## config.mk

```make
export PLATFORM = sky130hd
export DESIGN_NAME = fetch_pc_sequencer_flat
export DESIGN_NICKNAME = d
export VERILOG_FILES = /design/src/rtl/fetch_pc_sequencer_if.sv /design/src/rtl/fetch_pc_sequencer.sv /design/src/flat_wrapper.sv
export SDC_FILE = /design/constraint.sdc
export NUM_CORES = 1
export LEC_CHECK = 0
export BUFFER_PORTS_ARGS = -buffer_cell sky130_fd_sc_hd__buf_2
export CORE_AREA = 2 2 69 71
export DETAILED_ROUTE_END_ITERATION = 6
export DIE_AREA = 0 0 71 73
export MAX_ROUTING_LAYER = met4
export PLACE_DENSITY = 0.91
export SETUP_SLACK_MARGIN = 0.1
export SLEW_MARGIN = 20
export SYNTH_ARGS = -nofsm -noshare
export SYNTH_HDL_FRONTEND = slang
export SYNTH_SLANG_ARGS = --single-unit
```

## constraint.sdc

```tcl
create_clock -name clk -period 4.3 [get_ports clk]
set_clock_uncertainty 0.1 [all_clocks]
set_input_delay 0.215 -clock clk [delete_from_list [all_inputs] [get_ports clk]]
set_output_delay 0.215 -clock clk [all_outputs]
set_load 0.01 [all_outputs]
```

## src/rtl/fetch_pc_sequencer_if.sv

```systemverilog
// Fetch sequencer bus: hazard/execute/writeback controls in, imem request and IF/ID delivery out.
interface fetch_pc_sequencer_if;
  logic        stall;
  logic        redirect_valid;
  logic [15:0] redirect_pc;
  logic        redirect_err;
  logic        halt;
  logic        imem_ready;
  logic        imem_req;
  logic [15:0] imem_addr;
  logic        inst_valid;
  logic [15:0] pc_out;
  logic [15:0] pc_plus2;
  logic        flush;
  logic        halted;
  logic        err;

  modport master (
    input  stall, redirect_valid, redirect_pc, redirect_err, halt, imem_ready,
    output imem_req, imem_addr, inst_valid, pc_out, pc_plus2, flush, halted, err
  );

  modport slave (
    output stall, redirect_valid, redirect_pc, redirect_err, halt, imem_ready,
    input  imem_req, imem_addr, inst_valid, pc_out, pc_plus2, flush, halted, err
  );
endinterface

```

## src/rtl/fetch_pc_sequencer.sv

```systemverilog
// Architectural fetch PC owner: advances, holds, redirects or halts the PC,
// draining any in-flight instruction-memory access before a redirect/halt takes effect.
module fetch_pc_sequencer #(
  parameter logic [15:0] RESET_PC = 16'h0000
) (
  input logic                  clk,
  input logic                  rst,
  fetch_pc_sequencer_if.master bus
);
  localparam logic [1:0] IDLE   = 2'd0;
  localparam logic [1:0] FETCH  = 2'd1;
  localparam logic [1:0] DRAIN  = 2'd2;
  localparam logic [1:0] HALTED = 2'd3;

  logic [1:0]  state, stateNext;
  logic [15:0] pc, pcNext;
  logic [15:0] tgt, tgtNext;
  logic        haltPend, haltPendNext;
  logic        errQ, errNext;
  logic        accHalt, accRedir;
  logic        reqComb, validComb;

  // The HALT is older than any redirecting branch, so it takes priority.
  assign accHalt  = bus.halt & (state != HALTED);
  assign accRedir = bus.redirect_valid & ~bus.halt & ((state == FETCH) | (state == DRAIN));

  always_comb begin
    stateNext    = state;
    pcNext       = pc;
    tgtNext      = tgt;
    haltPendNext = haltPend;
    reqComb      = 1'b0;
    validComb    = 1'b0;
    errNext      = errQ | (accRedir & (bus.redirect_pc[0] | bus.redirect_err));
    case (state)
      IDLE: stateNext = FETCH;
      FETCH: begin
        reqComb   = 1'b1;
        validComb = bus.imem_ready & ~bus.stall & ~accRedir & ~accHalt;
        if (accHalt) begin
          if (bus.imem_ready) begin
            stateNext = HALTED;
          end else begin
            haltPendNext = 1'b1;
            stateNext    = DRAIN;
          end
        end else if (accRedir) begin
          if (bus.imem_ready) begin
            pcNext = bus.redirect_pc;
          end else begin
            tgtNext   = bus.redirect_pc;
            stateNext = DRAIN;
          end
        end else if (bus.imem_ready && !bus.stall) begin
          pcNext = pc + 16'd2;
        end
      end
      DRAIN: begin
        // Address stays at the old pc until the non-cancellable access completes.
        reqComb = 1'b1;
        if (accRedir) tgtNext = bus.redirect_pc;
        if (accHalt) haltPendNext = 1'b1;
        if (bus.imem_ready) begin
          if (haltPend || accHalt) begin
            stateNext = HALTED;
          end else begin
            pcNext    = accRedir ? bus.redirect_pc : tgt;
            stateNext = FETCH;
          end
        end
      end
      default: ;
    endcase
  end

  always_ff @(posedge clk or posedge rst) begin
    if (rst) begin
      state    <= IDLE;
      pc       <= RESET_PC;
      tgt      <= '0;
      haltPend <= 1'b0;
      errQ     <= 1'b0;
    end else begin
      state    <= stateNext;
      pc       <= pcNext;
      tgt      <= tgtNext;
      haltPend <= haltPendNext;
      errQ     <= errNext;
    end
  end

  assign bus.imem_req   = reqComb;
  assign bus.inst_valid = validComb;
  assign bus.imem_addr  = pc;
  assign bus.pc_out     = pc;
  assign bus.pc_plus2   = pc + 16'd2;
  assign bus.flush      = accRedir | accHalt;
  assign bus.halted     = (state == HALTED);
  assign bus.err        = errQ;
endmodule
```

## src/flat_wrapper.sv

```systemverilog
// flat-port wrapper written by rule: the top's interface ports become plain ports
module fetch_pc_sequencer_flat 
#(
  parameter logic [15:0] RESET_PC = 16'h0000
)
  (clk, rst, bus_stall, bus_redirect_valid, bus_redirect_pc, bus_redirect_err, bus_halt, bus_imem_ready, bus_imem_req, bus_imem_addr, bus_inst_valid, bus_pc_out, bus_pc_plus2, bus_flush, bus_halted, bus_err);
  fetch_pc_sequencer_if bus_i ();
  input logic clk;
  input logic rst;
  input wire logic [$bits(bus_i.stall)-1:0] bus_stall;
  input wire logic [$bits(bus_i.redirect_valid)-1:0] bus_redirect_valid;
  input wire logic [$bits(bus_i.redirect_pc)-1:0] bus_redirect_pc;
  input wire logic [$bits(bus_i.redirect_err)-1:0] bus_redirect_err;
  input wire logic [$bits(bus_i.halt)-1:0] bus_halt;
  input wire logic [$bits(bus_i.imem_ready)-1:0] bus_imem_ready;
  output wire logic [$bits(bus_i.imem_req)-1:0] bus_imem_req;
  output wire logic [$bits(bus_i.imem_addr)-1:0] bus_imem_addr;
  output wire logic [$bits(bus_i.inst_valid)-1:0] bus_inst_valid;
  output wire logic [$bits(bus_i.pc_out)-1:0] bus_pc_out;
  output wire logic [$bits(bus_i.pc_plus2)-1:0] bus_pc_plus2;
  output wire logic [$bits(bus_i.flush)-1:0] bus_flush;
  output wire logic [$bits(bus_i.halted)-1:0] bus_halted;
  output wire logic [$bits(bus_i.err)-1:0] bus_err;
  assign bus_i.stall = bus_stall;
  assign bus_i.redirect_valid = bus_redirect_valid;
  assign bus_i.redirect_pc = bus_redirect_pc;
  assign bus_i.redirect_err = bus_redirect_err;
  assign bus_i.halt = bus_halt;
  assign bus_i.imem_ready = bus_imem_ready;
  assign bus_imem_req = bus_i.imem_req;
  assign bus_imem_addr = bus_i.imem_addr;
  assign bus_inst_valid = bus_i.inst_valid;
  assign bus_pc_out = bus_i.pc_out;
  assign bus_pc_plus2 = bus_i.pc_plus2;
  assign bus_flush = bus_i.flush;
  assign bus_halted = bus_i.halted;
  assign bus_err = bus_i.err;
  fetch_pc_sequencer #(.RESET_PC(RESET_PC)) u_core (.clk(clk), .rst(rst), .bus(bus_i));
endmodule
```

==> key figures <==
Clock network
  – CTS tree: built
  – Setup repair bufs after CTS: 0
  – Root Buffer: clkbuf_8
  – Clk_lat worst skew: 0.29 ns
  – Clock Tree Buf Depth: 2
  – CTS clk-pin slew, worst paths: 0.07 ns
  – Htree depth: 2
  – Post-cts resize count: 0
  – TritonCTS Buffers: 5
  – # clock sinks: 36

Final layout
  – Final #Nets: 346
  – Diodes inserted: 0
  – Layout cells sized above 1: 32.81%
  – Most frequent cells in the layout: buf_2 (75), dfrtp_1 (36), o21ai_0 (23)
  – Layout area overhead: 15.72%
  – Most common cell after layout, fill and taps aside: buf_2

Synth
  – Sequential-to-total area share from yosys stat: 38.75%
  – Post-Synth XOR/XNOR Area: 4.898%
  – Yosys warning total: 0
  – Post-synthesis mux area share: 9.526%
  – Post-Syn Nets: 289
  – Post-Syn Instances: 260
  – Async SR Flop Fraction: 100.0%
  – Netlist Area Pre-Place: 2325 sq um
  – Synth top area share: 38.75%
  – Compound-gate portion of the synthesized area: 15.07%
  – Register bit count reported by yosys: 36
  – Largest cells by area after synthesis: dfrtp_1 (39%), mux2_2 (8.2%), buf_4 (5.5%)
  – Simple-gate area share of the yosys netlist: 18.46%
  – Post-synth EDFFs: 0
  – Top FF cell, synth: dfrtp_1
  – Netlist cell types: 38
  – Post-Synth Adder-Cell Area: 3.229%
  – Combinational family with the most area after synthesis: simple AND/OR/NAND/NOR gates
  – Post-Syn Area per Cell: 8.941 sq um
  – Post-synth top area cell: dfrtp_1

STA
  – FMAX: 310.6 MHz
  – Final worst-path cycle share: 74.87%
  – RSZ-0062 raised after global routing: no
  – Final worst setup slack: 1.081 ns
  – Slew Limit Fails: 0
  – Final setup vio count: 0
  – Final hold vios: 0
  – Worst Tran Pin Value: 0.7534 ns
  – Slew HR: 49.78%
  – Period minus WS final: 3.219 ns
  – TNS Setup: 0 ns

Setup path
  – CP Launch Type: flip-flop
  – CP Max Fanout: 25
  – Required @ worst endpoint: 4.38 ns
  – Crit path DAT: 3.30 ns
  – Crit. End Element: flip-flop
  – Crit-path slowest cell: or3b_1
  – Worst path max stage delay: 0.73 ns
  – Worst setup path category: reg2reg
  – R2R Path End: u_core.bus.imem_addr[0]
  – Bufs and invs on worst path: 1
  – R2R depth: 7
  – Register-to-register setup slack: 1.08 ns
  – Crit path cell chain: inv_1 -> ha_1 -> or3b_1 -> nand2b_1 -> nand4_1 -> nor4_1 -> mux2_2
  – Worst flop-to-flop path startpoint: u_core.state[0]
  – Top Family by Delay on Critical Path: simple AND/OR/NAND/NOR gates

Power
  – Leakage: 1.322 nW
  – PD cells: 733.6 nW/um^2
  – Peak supply drop: 323.9 uV

Drt
  – DR WL/cell: 15.24 microns
  – Drc violations: 0
  – DRT Pass-1 Iters: 4
  – Final WL: 5655 microns
  – DRT antenna net count: 0
  – Vias after detailed routing: 2131
  – DRT iter0 DRCs: 285
  – Vias/cell: 5.744

Global route
  – Global route overflow: 0
  – GRT Util Overall: 23.21%
  – Vias in the first global route: 1959
  – First-pass GRT wire length: 9149 microns
  – Initial antenna violation count: 0
  – Largest net degree at the start of global routing: 37

Floorplan
  – Chip width: 71 microns
  – Full die area: 5183 sq um
  – FP Rows: 25
  – I/O pin count: 76
  – Die H: 73 microns
  – Initial Utilization: 51.26%
  – Core area: 4536 sq um

Min path
  – Hold Path Class: in2reg
  – Hold Path End: u_core.tgt[3]
  – Hold Path Stages: 2
  – Hold path start: bus_redirect_pc[3]

Placed design
  – Gpl congestion: 0.8757
  – Post-place setup slack: 1.095 ns
  – Final HPWL DP: 4135 microns
  – Port bufs: 75

Status
  – Outcome: finished clean

Job
  – Max-cap violation count: 0
==> synth_stat cells (3+ instances only) <==
library cell	n
o21ai_1	5
nor3_1	4
buf_2	4
nor4_1	4
mux2_2	17
nor2_1	22
nand3_1	12
clkbuf_1	6
a221oi_1	5
xnor2_1	5
xor2_1	8
dfrtp_1	36
nand2_1	21
inv_1	11
nor2b_1	4
o21ai_0	23
buf_4	17
mux2i_1	3
a21oi_1	11
nand2b_1	3
ha_1	6
nand4_1	4
and3_1	7
a31oi_1	6
==> how the worst max path moves through the flow <==
stage	startpoint	to	slack, ns	depth (start not counted)
after detailed placement	u_core.state[0]	u_core.bus.imem_addr[0]	1.10	7
after floorplan	u_core.state[0]	u_core.bus.imem_addr[0]	1.91	9
final	u_core.state[0]	u_core.bus.imem_addr[0]	1.08	7
after global routing	u_core.state[0]	u_core.bus.imem_addr[0]	0.82	7
after global placement	u_core.state[0]	u_core.bus.imem_addr[0]	1.24	7
after CTS	u_core.state[0]	u_core.bus.imem_addr[0]	1.10	7
==> where the power goes <==
| group | switching (mW) | internal [mW] |
|---|---|---|
| Combinational | 0.611 | 0.470 |
| Sequential | 0.171 | 0.493 |
| Clock | 0.119 | 0.110 |
==> final cells by class <==
type	instances	area [sq um]
fill	392	1846
sequential	36	900.9
clock buffer	6	72.57
timing repair buffer	79	407.9
inverter	11	41.29
clock inverter	1	5.005
multi-input combinational	184	1195
tap	54	67.56
==> metrics by stage <==
stage	util, %	cell area, sq um	total power [mW]	hold slack (ns)	instances
6_report	59.31	2690	1.973	0.06786	371
5_1_grt	59.31	2690	2.128	0.07165	371
4_1_cts	59.31	2690	1.977	0.06337	371
3_5_place_dp	57.38	2603	1.745	0.2430	363
3_3_place_gp	57.38	2603	1.683	0.2362	363
2_1_floorplan	-	2325	1.479	0.2656	260
==> state kept, by name (all words and copies together) (netlist names) <==
register and flops:
u_core.haltPend 1, u_core.bus.imem_addr 16, u_core.tgt 16, u_core.bus.err 1, u_core.state 2
==> cells by family (layout without fill, tap and decap cells) <==
logic type | after synthesis | in the layout
simple gates | 87 | 87
compound gates | 58 | 58
buf+inv | 40 | 97
flops | 36 | 36
mux | 20 | 20
xor+xnor | 13 | 13
fa+ha+maj | 6 | 6
==> routing by layer <==
layer / share of wire, % / GRT usage [%]
met4: 2.0 / 10.48
met5: 0 / -
met2: 51 / 37.69
met1: 41 / 28.27
met3: 6.0 / 4.420
==> timing repair <==
action	in CTS	in global routing
hold buffers	1	0
endpoints found under the hold margin	36	0
endpoints found under the setup margin	0	0
Note: power is estimated with default switching activity, not from simulation.
